**config.mk**
```make
export PLATFORM = sky130hd
export DESIGN_NAME = branch_sequencer
export DESIGN_NICKNAME = d
export VERILOG_FILES = /design/src/rtl/cpu_386_pkg.sv /design/src/rtl/evaluate_branch.sv /design/src/rtl/branch_sequencer.sv
export SDC_FILE = /design/constraint.sdc
export NUM_CORES = 1
export LEC_CHECK = 0
export ABC_CLOCK_PERIOD_IN_PS = 5100
export CORE_UTILIZATION = 57
export DETAILED_ROUTE_END_ITERATION = 10
export HOLD_SLACK_MARGIN = 0.12
export PLACE_DENSITY_LB_ADDON = 0.2
export SLEW_MARGIN = 20
export SYNTH_ARGS = -nofsm -noshare
export SYNTH_HDL_FRONTEND = slang
export SYNTH_SLANG_ARGS = --single-unit
export TNS_END_PERCENT = 5
```
**constraint.sdc**
```tcl
create_clock -name clk_i -period 5.1 [get_ports clk_i]
set_input_delay 1.02 -clock clk_i [delete_from_list [all_inputs] [get_ports clk_i]]
set_output_delay 1.02 -clock clk_i [all_outputs]
set_load 0.05 [all_outputs]
```
**src/rtl/cpu_386_pkg.sv**
```systemverilog
// Shared 386 definitions: branch opcodes, sequencer state encoding and the
// count-decrement helper used by the LOOP family.
package cpu_386;

  localparam logic [7:0] JO     = 8'h70;
  localparam logic [7:0] JNO    = 8'h71;
  localparam logic [7:0] JB     = 8'h72;
  localparam logic [7:0] JNB    = 8'h73;
  localparam logic [7:0] JE     = 8'h74;
  localparam logic [7:0] JNE    = 8'h75;
  localparam logic [7:0] JBE    = 8'h76;
  localparam logic [7:0] JNBE   = 8'h77;
  localparam logic [7:0] JS     = 8'h78;
  localparam logic [7:0] JNS    = 8'h79;
  localparam logic [7:0] JP     = 8'h7A;
  localparam logic [7:0] JNP    = 8'h7B;
  localparam logic [7:0] JL     = 8'h7C;
  localparam logic [7:0] JNL    = 8'h7D;
  localparam logic [7:0] JLE    = 8'h7E;
  localparam logic [7:0] JNLE   = 8'h7F;
  localparam logic [7:0] LOOPNZ = 8'hE0;
  localparam logic [7:0] LOOPZ  = 8'hE1;
  localparam logic [7:0] LOOP   = 8'hE2;
  localparam logic [7:0] JCXZ   = 8'hE3;
  localparam logic [7:0] JMPS   = 8'hEB;

  typedef enum logic [2:0] {
    S_IDLE  = 3'd0,
    S_DECR  = 3'd1,
    S_EVAL  = 3'd2,
    S_REDIR = 3'd3,
    S_DONE  = 3'd4
  } state_t;

  function automatic logic is_loop(input logic [7:0] ir);
    return (ir == LOOPNZ) || (ir == LOOPZ) || (ir == LOOP);
  endfunction

  // 16-bit mode only touches CX; the upper half of ECX rides through unchanged.
  function automatic logic [31:0] cnt_dec(input logic [31:0] ecx, input logic big);
    return big ? (ecx - 32'd1) : {ecx[31:16], ecx[15:0] - 16'd1};
  endfunction

endpackage

```
**src/rtl/evaluate_branch.sv**
```systemverilog
// Combinational branch decision and target computation from latched state.
// Covers Jcc, JCXZ/JECXZ, LOOP/LOOPZ/LOOPNZ and JMPS; other opcodes are not taken.
module evaluate_branch
  import cpu_386::*;
(
  input  logic [7:0]  ir_i,
  input  logic        big_i,
  input  logic [7:0]  disp_i,
  input  logic [31:0] eip_i,
  input  logic [31:0] cnt_i,
  input  logic        zf_i,
  input  logic        cf_i,
  input  logic        sf_i,
  input  logic        vf_i,
  input  logic        pf_i,
  output logic        taken_o,
  output logic [31:0] target_o
);

  logic [31:0] w_sext;
  logic [15:0] w_tgt16;
  logic        w_cnt_zero;
  logic        w_cc;

  assign w_sext     = {{24{disp_i[7]}}, disp_i};
  assign w_tgt16    = eip_i[15:0] + w_sext[15:0];
  assign target_o   = big_i ? (eip_i + w_sext) : {16'h0000, w_tgt16};
  assign w_cnt_zero = big_i ? (cnt_i == 32'd0) : (cnt_i[15:0] == 16'd0);

  // Even Jcc opcodes test the condition, odd ones its complement.
  always_comb begin
    w_cc = 1'b0;
    case (ir_i[3:1])
      3'd0: w_cc = vf_i;
      3'd1: w_cc = cf_i;
      3'd2: w_cc = zf_i;
      3'd3: w_cc = cf_i | zf_i;
      3'd4: w_cc = sf_i;
      3'd5: w_cc = pf_i;
      3'd6: w_cc = sf_i ^ vf_i;
      default: w_cc = zf_i | (sf_i ^ vf_i);
    endcase
  end

  always_comb begin
    taken_o = 1'b0;
    if (ir_i[7:4] == 4'h7) begin
      taken_o = w_cc ^ ir_i[0];
    end else begin
      case (ir_i)
        LOOPNZ:  taken_o = !w_cnt_zero && !zf_i;
        LOOPZ:   taken_o = !w_cnt_zero && zf_i;
        LOOP:    taken_o = !w_cnt_zero;
        JCXZ:    taken_o = w_cnt_zero;
        JMPS:    taken_o = 1'b1;
        default: taken_o = 1'b0;
      endcase
    end
  end

endmodule

```
**src/rtl/branch_sequencer.sv**
```systemverilog
// Multi-cycle branch sequencer: optional count decrement, decision, fetch
// redirect handshake and a one-cycle completion pulse; abort flushes at any point.
module branch_sequencer
  import cpu_386::*;
(
  input  logic        clk_i,
  input  logic        rst_i,
  input  logic        start_i,
  input  logic        abort_i,
  input  logic [7:0]  ir_i,
  input  logic        big_i,
  input  logic [7:0]  disp_i,
  input  logic [31:0] eip_i,
  input  logic [31:0] ecx_i,
  input  logic        zf_i,
  input  logic        cf_i,
  input  logic        sf_i,
  input  logic        vf_i,
  input  logic        pf_i,
  output logic        busy_o,
  output logic        ecx_we_o,
  output logic [31:0] ecx_o,
  output logic        redir_valid_o,
  input  logic        redir_ready_i,
  output logic [31:0] redir_eip_o,
  output logic        done_o,
  output logic        taken_o
);

  state_t      r_state;
  logic [7:0]  r_ir;
  logic        r_big;
  logic [7:0]  r_disp;
  logic [31:0] r_eip;
  logic [31:0] r_cnt;
  logic        r_zf, r_cf, r_sf, r_vf, r_pf;
  logic        r_busy;
  logic        r_ecx_we;
  logic [31:0] r_ecx;
  logic        r_redir_vld;
  logic [31:0] r_redir_eip;
  logic        r_done;
  logic        r_taken;
  logic        w_taken;
  logic [31:0] w_target;

  evaluate_branch u_eval (
    .ir_i     (r_ir),
    .big_i    (r_big),
    .disp_i   (r_disp),
    .eip_i    (r_eip),
    .cnt_i    (r_cnt),
    .zf_i     (r_zf),
    .cf_i     (r_cf),
    .sf_i     (r_sf),
    .vf_i     (r_vf),
    .pf_i     (r_pf),
    .taken_o  (w_taken),
    .target_o (w_target)
  );

  always_ff @(posedge clk_i) begin
    if (rst_i) begin
      r_state     <= S_IDLE;
      r_ir        <= '0;
      r_big       <= 1'b0;
      r_disp      <= '0;
      r_eip       <= '0;
      r_cnt       <= '0;
      {r_zf, r_cf, r_sf, r_vf, r_pf} <= '0;
      r_busy      <= 1'b0;
      r_ecx_we    <= 1'b0;
      r_ecx       <= '0;
      r_redir_vld <= 1'b0;
      r_redir_eip <= '0;
      r_done      <= 1'b0;
      r_taken     <= 1'b0;
    end else begin
      r_ecx_we <= 1'b0;
      r_done   <= 1'b0;
      case (r_state)
        S_IDLE: begin
          if (start_i && !abort_i) begin
            r_ir   <= ir_i;
            r_big  <= big_i;
            r_disp <= disp_i;
            r_eip  <= eip_i;
            r_cnt  <= ecx_i;
            {r_zf, r_cf, r_sf, r_vf, r_pf} <= {zf_i, cf_i, sf_i, vf_i, pf_i};
            r_busy <= 1'b1;
            if (is_loop(ir_i)) begin
              // Strobe is registered so it lines up with the DECR state.
              r_state  <= S_DECR;
              r_ecx_we <= 1'b1;
              r_ecx    <= cnt_dec(ecx_i, big_i);
            end else begin
              r_state <= S_EVAL;
            end
          end
        end
        S_DECR: begin
          if (abort_i) begin
            r_state <= S_IDLE;
            r_busy  <= 1'b0;
          end else begin
            r_cnt   <= r_ecx;
            r_state <= S_EVAL;
          end
        end
        S_EVAL: begin
          if (abort_i) begin
            r_state <= S_IDLE;
            r_busy  <= 1'b0;
          end else begin
            r_taken     <= w_taken;
            r_redir_eip <= w_target;
            if (w_taken) begin
              r_state     <= S_REDIR;
              r_redir_vld <= 1'b1;
            end else begin
              r_state <= S_DONE;
              r_done  <= 1'b1;
            end
          end
        end
        S_REDIR: begin
          if (abort_i) begin
            r_state     <= S_IDLE;
            r_busy      <= 1'b0;
            r_redir_vld <= 1'b0;
          end else if (redir_ready_i) begin
            r_state     <= S_DONE;
            r_redir_vld <= 1'b0;
            r_done      <= 1'b1;
          end
        end
        default: begin
          r_state <= S_IDLE;
          r_busy  <= 1'b0;
        end
      endcase
    end
  end

  assign busy_o        = r_busy;
  assign ecx_we_o      = r_ecx_we;
  assign ecx_o         = r_ecx;
  assign redir_valid_o = r_redir_vld;
  assign redir_eip_o   = r_redir_eip;
  assign done_o        = r_done;
  assign taken_o       = r_taken;

endmodule
```
==> summary.md, run 1 <==
| Metric | Value |
|---|---|
| Yosys warnings | 0 |
| Drt drc | 0 |
| Post-synth top area cell | dfxtp_1 |
| Synth Area in Adders | 0.05084 |
| DP HPWL | 14630 um |
| Crit path kind | input port to flip-flop |
| Worst-Skew Late Latency | 0.43 ns |
| Proportion of synthesized area in mux cells | 0.04887 |
| Rel. slew slack | 0.3119 |
| Share of cells above drive strength 1 | 0.05213 |
| Worst path max stage delay | 0.52 ns |
| Top_reg_cell synth | dfxtp_1 |
| Syn Inst Count | 1014 |
| Outcome | finished, final reports clean |
| Max FO, Critical Path | 59 |
| CTS Buffer Depth | 2 |
| Vias per inst | 5.907 |
| Post-CTS setup buffer count | 0 |
| Setup TNS | 0 ns |
| CP Launch Point | abort_i |
| Slowest CP cell | clkdlybuf4s50_1 |
| CP delay by family, top | buffers and inverters |
| Most frequent cell on the critical path | buf_4 |
| Ports | 160 |
| Largest net degree at the start of global routing | 98 |
| Compound-gate portion of the synthesized area | 0.2158 |
| Top post-synthesis cells by area | dfxtp_1, nand2_1, a21oi_1 |
| Post-synthesis cell type count | 73 |
| Yosys top cell area share | 0.3825 |
| VDD IR-drop max | 251.0 uV |
| Pwr dens | 278.3 nW/um2 |
| Antenna cells | 0 |
| Synthesized area per cell | 8.155 um2 |
| Worst EP arrival | 3.52 ns |
| Final Cycle Share | 0.6264 |
| Initial DRT Pass Iterations | 5 |
| CTS clk-pin slew, worst paths | 0.06 ns |
| Die Y-Extent | 122.4 um |
| Vias in the first global route | 7304 |
| H-tree depth | 4 |
| Final hold vios | 0 |
| Initial Utilization | 0.5889 |
| Clk root buf | clkbuf_16 |
| Final core occ | 0.7472 |
| RR Startpoint | r_disp[7]$_SDFFE_PP0P_ |
| Core area | 14040 um2 |
| Post-Syn Area | 8269 um2 |
| Fillers | 1116 |
| Pins over their slew limit | 0 |
| Number of nets in the layout | 1262 |
| Worst-Margin Slew | 1.032 ns |
| Post-synth EDFFs | 0 |
| First-pass GRT wire length | 34400 um |
| Clock sinks | 158 |
| Clock skew | 0.006364 ns |
| RSZ-0062 raised after global routing | false |
| Synth Register Bits | 158 |
| Syn Nets | 1138 |
| Initial antenna violation count | 0 |
| Fin crit period | 3.195 ns |
| Most frequent cells after synthesis | nand2_1, dfxtp_1, nor2_1 |
| CP Launch Type | input port |
| Final wirelength | 21200 um |
| GPL Wtd Cong | 0.9122 |
| Post-CTS Resized | 0 |
| CP Cell Sequence | clkdlybuf4s50_1 -> nor2b_1 -> nand2_2 -> buf_4 -> nor2_4 -> buf_4 -> nor2_1 -> a311oi_1 |
| Overall Global Routing Usage | 0.2886 |
| Vias | 7862 |
| Chip width | 122.4 um |
| Crit path buf inv count | 3 |
| Hold Path Class | flip-flop to flip-flop |
| Largest family of logic cells by synthesized area | compound AO/OA/AOI/OAI gates |
| Async S/R FF share, synth | 0 |
| Sequential-to-total area share from yosys stat | 0.3825 |
| Max cap viols | 0 |
| # setup viols final | 0 |
| Most numerous cell in the Yosys netlist | nand2_1 |
| # rows | 43 |
| CP endpoint kind | flip-flop |
| DIE AREA | 14990 um2 |
| Port Buf Inserts | 159 |
| Wire per inst | 15.93 um |
| Grt ovf | 0 |
| Post-route ant nets | 0 |
| Max Freq | 0.3130 GHz |
| Worst Hold Launch | redir_eip_o[19]$_SDFFE_PP0P_ |
| Num CTS Buffers | 17 |
| 1st-iter DRT viols | 687 |
| CP Data Required Time | 5.42 ns |
| LEAKAGE | 3.684 nW |
| Post-Synth XOR/XNOR Area | 0.05402 |
| P&R area growth vs syn | 26.89% |
| CTS tree | built |
| Post-CTS Hold Buffers | 0 |
| Synth Area in Simple Gates | 0.2133 |
==> report_power, final <==
part / switching, W / internal, W
clock: 0.000507 / 0.000720
sequential: 0.0000295 / 0.00128
combinational: 0.000216 / 0.000168
==> metrics by stage <==
step                      cell area [um2]  hold WS [ns]  instances  total power [W]  setup slack (ns)
final                               10490        0.4512       1331         0.002920             1.905
after global routing                10490        0.4767       1331         0.003030             1.739
after CTS                           10490        0.4564       1331         0.002935             1.933
after detailed placement             9922        0.4440       1299         0.001716             1.516
after global placement               9922        0.4382       1299         0.001708             1.596
after floorplan                      8269        0.4332       1014         0.001561             2.384
==> kinds of logic after synthesis <==
logic type | count (synthesis)
AND/OR/NAND/NOR | 384
AO/OA/AOI/OAI | 277
flip-flops | 158
buffers and inverters | 72
XOR/XNOR | 51
multiplexers | 39
adder cells (fa/ha/maj) | 33
==> layer usage <==
layer / track usage / vias up / share of wire
met4: 0.1136 / 0 / 0.021
li1: - / 3893 / -
met1: 0.3660 / 3634 / 0.44
met3: 0.06087 / 47 / 0.060
met2: 0.4772 / 288 / 0.48
met5: 0 / - / 0
==> worst paths after layout <==
kind                                        to  slack, ns  depth (start not counted)
hold reg to reg   redir_eip_o[19]$_SDFFE_PP0P_       0.45                          2
hold / removal    redir_eip_o[19]$_SDFFE_PP0P_       0.45                          2
setup reg to reg  redir_eip_o[27]$_SDFFE_PP0P_       2.15                          9
setup / recovery         ecx_o[3]$_SDFFE_PP0P_       1.91                          8
==> cell usage in the layout, fill, tap and decap left out, types with 4 or more instances in the layout <==
master	Yosys	layout
a2111oi_0	4	4
a211oi_1	60	60
a21o_1	8	8
a21oi_1	93	93
a31oi_1	12	12
and3_1	4	4
buf_4	0	9
clkbuf_16	0	17
clkbuf_8	0	4
clkdlybuf4s50_1	0	158
clkinv_2	0	5
dfxtp_1	158	158
ha_1	32	32
inv_1	10	10
mux2i_1	37	37
nand2_1	178	177
nand3_1	8	8
nand4_1	7	7
nor2_1	107	105
nor3_1	22	22
nor3b_1	6	6
nor4_1	9	9
o211ai_1	9	9
o21a_1	4	4
o21ai_0	43	43
o21bai_1	4	4
o31ai_1	4	4
or3_1	6	6
or4_1	8	8
xnor2_1	33	33
xor2_1	18	18
==> worst register-to-register path: cells and delay by family (launching register included) <==
| kind | cells | cell delay (ns) |
|---|---|---|
| flops | 1 | 0.37 |
| buf+inv | 1 | 0.33 |
| fa+ha+maj | 1 | 0.42 |
| compound gates | 6 | 1.52 |
| xor+xnor | 1 | 0.18 |
==> layout make-up <==
cell class              instances  area, um2  share of cell area
multi-input cells             784       4847              0.4620
flip-flops and latches        158       3163              0.3015
repair buffers                167       1649              0.1572
clock buffers                  22      484.2             0.04615
well taps                     180      225.2             0.02146
clock inverters                10      86.33            0.008228
inverters                      10      37.54            0.003577
==> registers in the layout (all words and copies together) (netlist names), 3 cells and up <==
| register | cells |
|---|---|
| r_disp | 8 |
| r_ir | 8 |
| redir_eip_o | 32 |
| r_state | 3 |
| ecx_o | 32 |
| r_cnt | 32 |
| r_eip | 32 |
Power figures use the tool's default switching activity.
==> inputs of run 2 (changes only) <==
--- a/config.mk
+++ b/config.mk
@@ -5,8 +5,8 @@
 export SDC_FILE = /design/constraint.sdc
 export NUM_CORES = 1
 export LEC_CHECK = 0
-export ABC_CLOCK_PERIOD_IN_PS = 5100
-export CORE_UTILIZATION = 57
+export ABC_CLOCK_PERIOD_IN_PS = 2700
+export CORE_UTILIZATION = 47
 export DETAILED_ROUTE_END_ITERATION = 10
 export HOLD_SLACK_MARGIN = 0.12
 export PLACE_DENSITY_LB_ADDON = 0.2
==> constraint.sdc (replaced) <==
create_clock -name clk_i -period 2.7 [get_ports clk_i]
set_input_delay 0.54 -clock clk_i [delete_from_list [all_inputs] [get_ports clk_i]]
set_output_delay 0.54 -clock clk_i [all_outputs]
set_load 0.05 [all_outputs]
==> run 2 against run 1 <==
Critical path depth up 1. Via count is 0.46% higher. Cell area increased by 6.4%. The flow now finishes with violations (DRC). Largest cell class unchanged. Non-clock buffer count increased by 60.
==> summary.md, run 2 (same netlist as run 1, synthesis figures left out) <==
| Metric | Value |
|---|---|
| Initial Utilization | 0.4797 |
| Slowest CP cell | o211ai_1 |
| Num CTS Buffers | 17 |
| Vias | 7898 |
| GR peak layer | met2 |
| CP Data Required Time | 3.05 ns |
| GR Util met2 | 0.4175 |
| CP Launch Type | flip-flop |
| Clk root buf | clkbuf_16 |
| Final Non-Filler Cells | 1436 |
| DIE AREA | 18130 um2 |
| CP endpoint kind | flip-flop |
| Initial antenna violation count | 0 |
| Clock sinks | 158 |
| Crit path kind | flip-flop to flip-flop |
| RSZ-0062 raised after global routing | false |
| Failing checks | DRC |
| Placed standard-cell area | 10510 um2 |
| Outcome | finished with violations |
| Worst-case reg-to-reg path depth | 9 |
| Worst EP arrival | 2.92 ns |
| Drt drc | 1 |
| CTS Buffer Depth | 2 |
| Fin crit period | 2.566 ns |
| Final Cycle Share | 0.9504 |
| Worst-Margin Slew | 0.9658 ns |
| LEAKAGE | 4.030 nW |
| First-pass GRT wire length | 35860 um |
| Pins over their slew limit | 0 |
| Highest-count cells in the layout ignoring fill and taps | nand2_1, clkdlybuf4s50_1, dfxtp_1, nor2_1, a21oi_1 |
| Met3 Resource Use GR | 0.04279 |
| # rows | 48 |
| Final instance area | 11170 um2 |
| Die Y-Extent | 134.6 um |
| # setup viols final | 0 |
| Post-route ant nets | 0 |
| Antenna cells | 0 |
| Placed cells | 1404 |
| Final wirelength | 21870 um |
| Wire per inst | 15.23 um |
| Number of nets in the layout | 1322 |
| Chip width | 134.6 um |
| Final hold vios | 0 |
| Post-CTS Hold Buffers | 0 |
| Post-CTS Resized | 0 |
| Commonest non-fill, non-tap cell in the layout | nand2_1 |
| Global Route met1 Usage | 0.3215 |
| Worst path max stage delay | 0.53 ns |
| Vias in the first global route | 7324 |
| Hold depth | 2 |
| Grt ovf | 0 |
| Largest net degree at the start of global routing | 60 |
| Post-CTS setup buffer count | 0 |
| Overall Global Routing Usage | 0.2476 |
| Port Buf Inserts | 159 |
| Max cap viols | 0 |
| Max Freq | 0.3897 GHz |
| Rel. slew slack | 0.3562 |
| Clock skew | 0.007435 ns |
| Initial DRT Pass Iterations | 8 |
| Fillers | 1511 |
| CTS clk-pin slew, worst paths | 0.06 ns |
| Worst-Skew Late Latency | 0.43 ns |
| H-tree depth | 4 |
| 1st-iter DRT viols | 403 |
| Vias per inst | 5.500 |
| CP Cell Sequence | buf_12 -> ha_1 -> nand4_1 -> nor2_1 -> nand2_1 -> o211ai_1 -> a21boi_0 -> xor2_1 -> o21ai_0 |
| Max FO, Critical Path | 19 |
| P&R area growth vs syn | 35.03% |
| Share of cells above drive strength 1 | 0.1024 |
| Ports | 160 |
| Pwr dens | 528.0 nW/um2 |
| DP HPWL | 15730 um |
| CTS tree | built |
| VDD IR-drop max | 464.9 uV |
| GPL Wtd Cong | 0.9398 |
| Hold Path Class | flip-flop to flip-flop |
| Core area | 17240 um2 |
[run 2: cell count changes in the layout (fill, tap and decap cells not counted), moves of 3 or more]
cell	change
clkinv_4	+3
buf_12	+6
buf_4	+54
bufinv_16	+3
clkinv_2	-4
[run 2: per-stage QoR]
stage          power, W  utilization  worst slack (ns)    TNS, ns  hold WS [ns]
4_1_cts        0.005917       0.6471           0.05452          0        0.4547
3_5_place_dp   0.003306       0.6095          -0.07981    -0.1349        0.4458
5_1_grt        0.006110       0.6478          0.001474          0        0.4696
3_3_place_gp   0.003295       0.6095         -0.006952  -0.006952        0.4418
2_1_floorplan  0.002949            -            0.2591          0        0.4332
6_report       0.005896       0.6478            0.1340          0        0.4554
[run 2: final cells by class]
type	instances	area [um2]	area share
Clock inverter	12	182.7	0.01636
Multi-Input combinational cell	784	4858	0.4351
Clock buffer	20	466.7	0.04180
Tap cell	225	281.5	0.02521
Timing Repair Buffer	227	2175	0.1948
Sequential cell	158	3164	0.2834
Inverter	10	37.54	0.003362
[run 2: critical path: cells and delay by family, from the launching register on]
kind	cells	cell delay (ns)
compound gates	3	0.91
xor+xnor	1	0.19
fa+ha+maj	1	0.45
buf+inv	1	0.15
flops	1	0.34
simple gates	3	0.44
[run 2: power by group]
| part | switching (W) | internal (W) | leakage (nW) | total (W) |
|---|---|---|---|---|
| Clock | 0.00101 | 0.00163 | 0.309 | 0.00264 |
| Combinational | 0.000418 | 0.000368 | 2.44 | 0.000786 |
| Sequential | 0.0000566 | 0.00242 | 1.29 | 0.00247 |
| Total | 0.00148 | 0.00441 | 4.03 | 0.00590 |
[run 2: metal layers]
layer	vias up	wire, um	part of all wire
met4	0	379	0.017
met3	36	949	0.043
li1	4019	-	-
met2	203	10440	0.48
met5	-	0	0
met1	3640	10100	0.46
[run 2: path summary, 6_finish.rpt]
| check | start | endpoint | slack (ns) |
|---|---|---|---|
| max | r_disp[7]$_SDFFE_PP0P_ | redir_eip_o[23]$_SDFFE_PP0P_ | 0.13 |
| min | redir_eip_o[22]$_SDFFE_PP0P_ | redir_eip_o[22]$_SDFFE_PP0P_ | 0.46 |
| max reg2reg | r_disp[7]$_SDFFE_PP0P_ | redir_eip_o[23]$_SDFFE_PP0P_ | 0.13 |
| min reg2reg | redir_eip_o[22]$_SDFFE_PP0P_ | redir_eip_o[22]$_SDFFE_PP0P_ | 0.46 |
